--- config.mk ---
export PLATFORM = sky130hd
export DESIGN_NAME = sc_pair_sched
export DESIGN_NICKNAME = d
export VERILOG_FILES = /design/src/rtl/sc_pair_sched.sv
export SDC_FILE = /design/constraint.sdc
export NUM_CORES = 1
export LEC_CHECK = 0
export BUFFER_PORTS_ARGS = -buffer_cell sky130_fd_sc_hd__buf_4
export CORE_AREA = 2 2 84 86
export CTS_CLUSTER_SIZE = 40
export DETAILED_ROUTE_END_ITERATION = 16
export DIE_AREA = 0 0 86 88
export GPL_TIMING_DRIVEN = 0
export PLACE_DENSITY = 0.73
export SLEW_MARGIN = 20
export SYNTH_ARGS = -nofsm -noshare
export SYNTH_HDL_FRONTEND = slang
export SYNTH_SLANG_ARGS = --single-unit
--- constraint.sdc ---
create_clock -name clk -period 1.7 [get_ports clk]
set_clock_uncertainty 0.15 [all_clocks]
set_input_delay 0.085 -clock clk [delete_from_list [all_inputs] [get_ports clk]]
set_output_delay 0.085 -clock clk [all_outputs]
set_load 0.1 [all_outputs]
--- src/rtl/sc_pair_sched.sv ---
// sc_pair_sched: job scheduler for two stochastic-computing bitstream
// generators that share one set of Sobol direction numbers. A job latches
// the operand pair, holds the generators cleared for one cycle, enables them,
// and counts coincident ones (an AND-based SC multiply) over LEN paired
// samples. The result leaves through a valid/ready port.
module sc_pair_sched #(
   parameter int W       = 6,
   parameter int LEN     = 64,
   parameter int M_WIDTH = 36
) (
   input  logic               clk,
   input  logic               rst,

   input  logic               req_valid,
   output logic               req_ready,
   input  logic [W-1:0]       req_a,
   input  logic [W-1:0]       req_b,
   input  logic [M_WIDTH-1:0] req_m,

   input  logic               abort,

   output logic               gen_en,
   output logic [W-1:0]       gen_num_a,
   output logic [W-1:0]       gen_num_b,
   output logic [M_WIDTH-1:0] gen_m,
   input  logic               gen_valid_a,
   input  logic               gen_seq_a,
   input  logic               gen_valid_b,
   input  logic               gen_seq_b,

   output logic               res_valid,
   input  logic               res_ready,
   output logic [W:0]         res_count,
   output logic               res_aborted,
   output logic               res_err,

   output logic               busy
);

   // Index of the final paired sample. The counters are one bit wider than
   // the operands, so LEN = 2^W fits and the compare is exact, never modular.
   localparam logic [W:0] LAST_IDX = (W+1)'(LEN - 1);

   typedef enum logic [1:0] {
      S_IDLE,
      S_LOAD,
      S_RUN,
      S_DONE
   } state_t;

   state_t     state;
   state_t     state_next;

   logic [W:0] sample_cnt;
   logic [W:0] ones_cnt;
   logic       aborted_flag;
   logic       err_flag;

   logic       paired;
   logic       lone;
   logic       last_sample;
   logic       accept;

   // Sample classification: a pair needs both strobes together; a strobe
   // on only one side is a protocol error and is never counted.
   always_comb begin
      paired      = gen_valid_a & gen_valid_b;
      lone        = gen_valid_a ^ gen_valid_b;
      last_sample = paired && (sample_cnt == LAST_IDX);
      accept      = (state == S_IDLE) && req_valid;
   end

   // State register; reset returns straight to IDLE, which also drops gen_en.
   always_ff @(posedge clk) begin
      if (rst) begin
         state <= S_IDLE;
      end else begin
         state <= state_next;
      end
   end

   // Next-state and status decode. LOAD is a single cycle with the
   // generators disabled so both restart from sequence index 0. A result
   // handshake always returns to IDLE first, so a request can never be
   // accepted in the same cycle the result is taken.
   always_comb begin
      state_next = state;
      req_ready  = 1'b0;
      busy       = 1'b1;
      gen_en     = 1'b0;
      res_valid  = 1'b0;
      case (state)
         S_IDLE: begin
            req_ready = 1'b1;
            busy      = 1'b0;
            if (req_valid) begin
               state_next = S_LOAD;
            end
         end
         S_LOAD: begin
            if (abort) begin
               state_next = S_DONE;
            end else begin
               state_next = S_RUN;
            end
         end
         S_RUN: begin
            gen_en = 1'b1;
            if (abort || last_sample) begin
               state_next = S_DONE;
            end
         end
         S_DONE: begin
            res_valid = 1'b1;
            if (res_ready) begin
               state_next = S_IDLE;
            end
         end
         default: begin
            state_next = S_IDLE;
         end
      endcase
   end

   // Operand capture: the latched operands and direction numbers stay put
   // from one accepted request until the next, independent of job progress.
   always_ff @(posedge clk) begin
      if (rst) begin
         gen_num_a <= '0;
         gen_num_b <= '0;
         gen_m     <= '0;
      end else if (accept) begin
         gen_num_a <= req_a;
         gen_num_b <= req_b;
         gen_m     <= req_m;
      end
   end

   // Job counters and sticky flags. They are cleared on accept and only
   // move during RUN (or LOAD for abort), so they hold steady while DONE
   // waits for the consumer. A pair arriving with abort is still counted.
   always_ff @(posedge clk) begin
      if (rst) begin
         sample_cnt   <= '0;
         ones_cnt     <= '0;
         aborted_flag <= 1'b0;
         err_flag     <= 1'b0;
      end else begin
         case (state)
            S_IDLE: begin
               if (req_valid) begin
                  sample_cnt   <= '0;
                  ones_cnt     <= '0;
                  aborted_flag <= 1'b0;
                  err_flag     <= 1'b0;
               end
            end
            S_LOAD: begin
               if (abort) begin
                  aborted_flag <= 1'b1;
               end
            end
            S_RUN: begin
               if (paired) begin
                  sample_cnt <= sample_cnt + 1'b1;
                  if (gen_seq_a && gen_seq_b) begin
                     ones_cnt <= ones_cnt + 1'b1;
                  end
               end
               if (lone) begin
                  err_flag <= 1'b1;
               end
               if (abort) begin
                  aborted_flag <= 1'b1;
               end
            end
            default: begin
            end
         endcase
      end
   end

   // Result port mirrors the held job registers.
   always_comb begin
      res_count   = ones_cnt;
      res_aborted = aborted_flag;
      res_err     = err_flag;
   end

endmodule

After elaboration in Yosys (flattened, before gate mapping)
Index checks and enable logic that the tools add are counted.
{ "op_classes": {"n_addsub": 2, "mul": 0, "div_mod_pow": 0, "magnitude_cmp": 0, "eq_ne": 11, "shift": 0, "muxes": 20, "bitwise_logic": 2, "n_reduce_logical": 13} }
{ "ops": {"columns": ["op", "n"], "rows": [
  ["7-bit 2-to-1 mux", 4],
  ["7-bit case mux with 2 select lines", 2],
  ["7-bit by 1-bit adder with 7-bit output, second input constant", 2],
  ["2-bit != test, second input constant", 6],
  ["3-bit AND reduction", 4],
  ["1-bit 2-to-1 mux", 8],
  ["2-bit case mux with 4 select lines", 1],
  ["7-bit by 6-bit equality test with 1-bit output, second input constant", 1],
  ["2-bit 2-to-1 mux", 3],
  ["2-bit equality test, second input constant", 2],
  ["1-bit case mux with 2 select lines", 2],
  ["4-bit AND reduction", 1],
  ["2-bit nonzero test", 2],
  ["1-bit logical AND", 3],
  ["2-bit by 1-bit equality test with 1-bit output, second input constant", 1],
  ["2-bit zero test", 1],
  ["2-bit by 1-bit != test with 1-bit output, second input constant", 1],
  ["2-bit OR reduction", 1],
  ["1-bit bitwise AND", 1],
  ["1-bit logical OR", 1],
  ["1-bit XOR", 1]
]} }
{ "word_totals": {"register_bits": 66, "latch_bits": 0, "ramBits": 0, "mem_bits_ro": 0, "word_cells": 56, "memories": 0} }

Longest topological paths before layout
{ "logic_depth": {"ltp_word": 5, "depth_mapped": 8, "ltp_nobuf": 6} }

Least setup slack after synthesis
Ideal clock, no wire load.
{ "synth_path": {"path_type": "reg2reg", "startpoint": "reg state[0]", "endpoint": "reg sample_cnt[4]", "setup_time_ps": 126, "t_arrival_ps": 2323, "required_ps": 1424, "slack_ps": -899, "stages_incl_launch_ff": 8, "period_less_slack_ps": 2599, "cell_sequence": "dfxtp_1 > inv_1 > ha_1 > mux2i_2 > buf_6 > nor4_4 > xnor2_1 > nor2_1"} }
{ "synth_between": {"elab_chain_cells": 3} }
{ "synth_lines": {"columns": ["item", "line_no", "source"], "rows": [
  ["start, declared", "51", "state_t state;"],
  ["start signal, assigned", "78", "state <= state_next;"],
  ["2-bit equality test / 2-bit zero test (equally long branches)", "149", "case (state)"],
  ["2-bit != test (no source line) / 2-bit nonzero test (equally long branches)", null, null],
  ["3-bit AND reduction (no source line)", null, null],
  ["end signal, assigned", "165", "sample_cnt <= sample_cnt + 1'b1;"],
  ["end, declared", "54", "logic [W:0] sample_cnt;"]
]} }
Several ways; a longest one is shown, not always the timed one.
A chain may end at the register's enable or synchronous reset.

Worst setup path after layout
{ "layout_path": {"startpoint": "reg sample_cnt[0]", "endpoint": "reg sample_cnt[6]"} }
{ "layout_between": {"elab_chain_cells": 3} }
{ "layout_lines": {"columns": ["item", "line_no", "source"], "rows": [
  ["7-bit by 1-bit adder with 7-bit output", "165", null],
  ["7-bit 2-to-1 mux", "164", "if (paired) begin"],
  ["7-bit case mux with 2 select lines", "149", null]
]} }
No other way between the ends. The select of a mux whose other input is x is not followed.

==> impl_metrics.tcl <==
set metrics [dict create \
    drv_cap 0 \
    initial_utilization_pct 40.9 \
    outcome "finished, violations left" \
    row_count 30 \
    core_mm2 0.00664 \
    drt-initial-drc-count 97 \
    setup_ws_ps -114 \
    required_ps 1820 \
    syn2layout_area_growth_pct 78.4 \
    fin_cells 610 \
    maxSlewViolCount 0 \
    relSlewSlack_pct 62.1 \
    avgViaCountPerCell 4.91 \
    dieArea_mm2 0.00757 \
    fp.dieH_um 88 \
    cts_buffers 9 \
    synth-seq-cells 66 \
    ir_worst_vdd_uv 1040 \
    fp.dieW_um 86 \
    drive_gt1_share_pct 39.4 \
    totalWireLength_um 9200 \
    synthArstFlopShare_pct 0 \
    syn_area_mm2 0.00272 \
    critPathArrivalTime_ps 1930 \
    ant_nets 0 \
    vias 2998 \
    cts_buffer_depth 2 \
    dp_cells 527 \
    cts_root_buf "clkbuf_8" \
    ys_seq_area_share_pct 48.6 \
    leakage_nw 2.04 \
    clock_latency_ps 330 \
    startpoint_type "flip-flop" \
    finalCritPeriodShare_pct 107 \
    overflow 0 \
    synth_ff_type "dfxtp_1" \
    end_kind "flip-flop" \
    hp-start "gen_valid_b" \
    first_global_vias 2973 \
    syn-num-nets 395 \
    portBuffers 117 \
    grtUsageTotal_pct 22.5 \
    drtPass1Iterations 4 \
    crit_start "sample_cnt[0]" \
    yosys_warnings 0 \
    syn_area_per_cell_um2 8.24 \
    power_density_mw_per_mm2 1580 \
    max_freq_ghz 0.551 \
    tns_ps -131 \
    violations "negative setup slack" \
    clkSinkCount 66 \
    synth_cells 330 \
    rsz0062_at_grt "yes" \
    place_congestion 0.879 \
    fin_nets 590 \
    synthDominantCellAreaShare_pct 48.6 \
    yosysMostFrequentCell "nand2_1" \
    setup_viol 2 \
    critPathMaxFanout 6 \
    htree_num_levels 3 \
    r2r-start "sample_cnt[0]" \
    fillerInstances 473 \
    num_io_pins 118 \
    clk_pin_slew_ps 70 \
    holdWs_ps 15.6 \
    tightest_slew_ps 568 \
    critPathKind "flip-flop to flip-flop" \
    antenna_found_initial 0 \
    drc 0 \
    fin_util_pct 73.0 \
    cts_tree "built" \
    place_hpwl_um 5220 \
    finalWorstPathRequiredPeriod_ps 1810 \
    grt_pass1_wl_um 13500 \
    synth-edff-count 0 \
    synthTopCellsByArea "dfxtp_1 49%, nand2_1 14%, a21oi_1 10%" \
    hold_violations 0 \
    wl_per_cell_um 15.1 \
    grt_max_degree 12 \
    hold_path_class "input pin to flip-flop" \
    diodes 0 \
    synthTopCellsByCount "105 x nand2_1, 66 x dfxtp_1, 57 x a21oi_1, 15 x clkbuf_1, 10 x nor2_1" \
    yosysUniqueCellTypes 39 \
    yosysTopAreaCell "dfxtp_1" \
]
-- cell families (layout without fill, tap and decap cells) --
logic type	count (synthesis)	after routing	synth area share [%]
AND/OR/NAND/NOR	145	145	24.0
AO/OA/AOI/OAI	72	72	15.7
flip-flops	66	66	48.6
buffers and inverters	28	228	4.28
XOR/XNOR	9	9	2.90
adder cells (fa/ha/maj)	8	8	3.68
multiplexers	2	2	0.874
-- worst max-delay path, stage by stage, from the launching register on --
cell and delay, ps:
dfxtp_4 380, ha_2 190, nand3_1 80, or4_4 550, o311ai_4 250, nor2b_1 160
-- timing repair --
item	CTS	global route
pin swaps	1	4
setup buffers	5	11
endpoints found under the hold margin	50	0
resized for setup	9	52
endpoints found under the setup margin	20	55
gates cloned	1	1
hold buffers	50	0
-- path summary, 6_finish.rpt --
path	endpoint	slack, ps	cells after the start
worst max-delay path	sample_cnt[6]	-110	5
worst min register to register	gen_m[10]	310	2
worst max register to register	sample_cnt[6]	-110	5
worst min-delay path	res_err	20	4
-- state kept, by name, indices dropped and copies added, names as in the netlist --
register and flops:
sample_cnt 7, state 2, res_err 1, res_count 7, gen_num_a 6, gen_num_b 6
res_aborted 1, gen_m 36
-- power by group --
| group | internal, mW | leakage (nW) | total (mW) | switching [mW] |
|---|---|---|---|---|
| sequential | 1.77 | 0.546 | 1.91 | 0.138 |
| combinational | 1.36 | 1.38 | 4.32 | 2.96 |
| clock | 0.827 | 0.119 | 1.45 | 0.622 |
-- final cells by class --
class / count / area, um2 / share of cell area [%]
Multi-Input combinational cell: 236 / 1440 / 29.6
Buffer: 19 / 133 / 2.73
Inverter: 8 / 37.5 / 0.774
Timing Repair Buffer: 185 / 1570 / 32.3
Clock inverter: 2 / 11.3 / 0.232
Clock buffer: 14 / 215 / 4.44
Sequential cell: 66 / 1350 / 27.9
Tap cell: 80 / 100 / 2.06
-- metal layers --
metal,vias up,GRT usage [%],routed length (um)
met4,0,8.66,171
met5,-,0,0
met2,106,37.3,4560
li1,1485,-,-
met3,21,8.48,648
met1,1386,26.5,3830
-- through the flow --
| stage | power, mW | setup WS (ps) | cell area (um2) |
|---|---|---|---|
| after floorplan | 4.80 | -136 | 2810 |
| after global placement | 5.51 | -104 | 3790 |
| after detailed placement | 5.56 | -136 | 3790 |
| after CTS | 7.21 | -39.4 | 4580 |
| after global routing | 7.99 | -178 | 4850 |
| final | 7.68 | -114 | 4850 |
-- cell usage in the layout (no fill, tap or decap), drive strengths merged, types with 3 or more instances in the layout --
cell,Yosys,routed
clkbuf,15,24
ha,8,8
a211oi,4,4
nand3,8,8
dfxtp,66,66
nand2b,3,3
buf,5,144
dlygate4sd3,0,50
inv,8,9
nand2,105,105
nor2,10,10
xnor2,9,9
nor3,6,6
a21oi,57,57
Note: power is estimated with default switching activity, not from simulation.
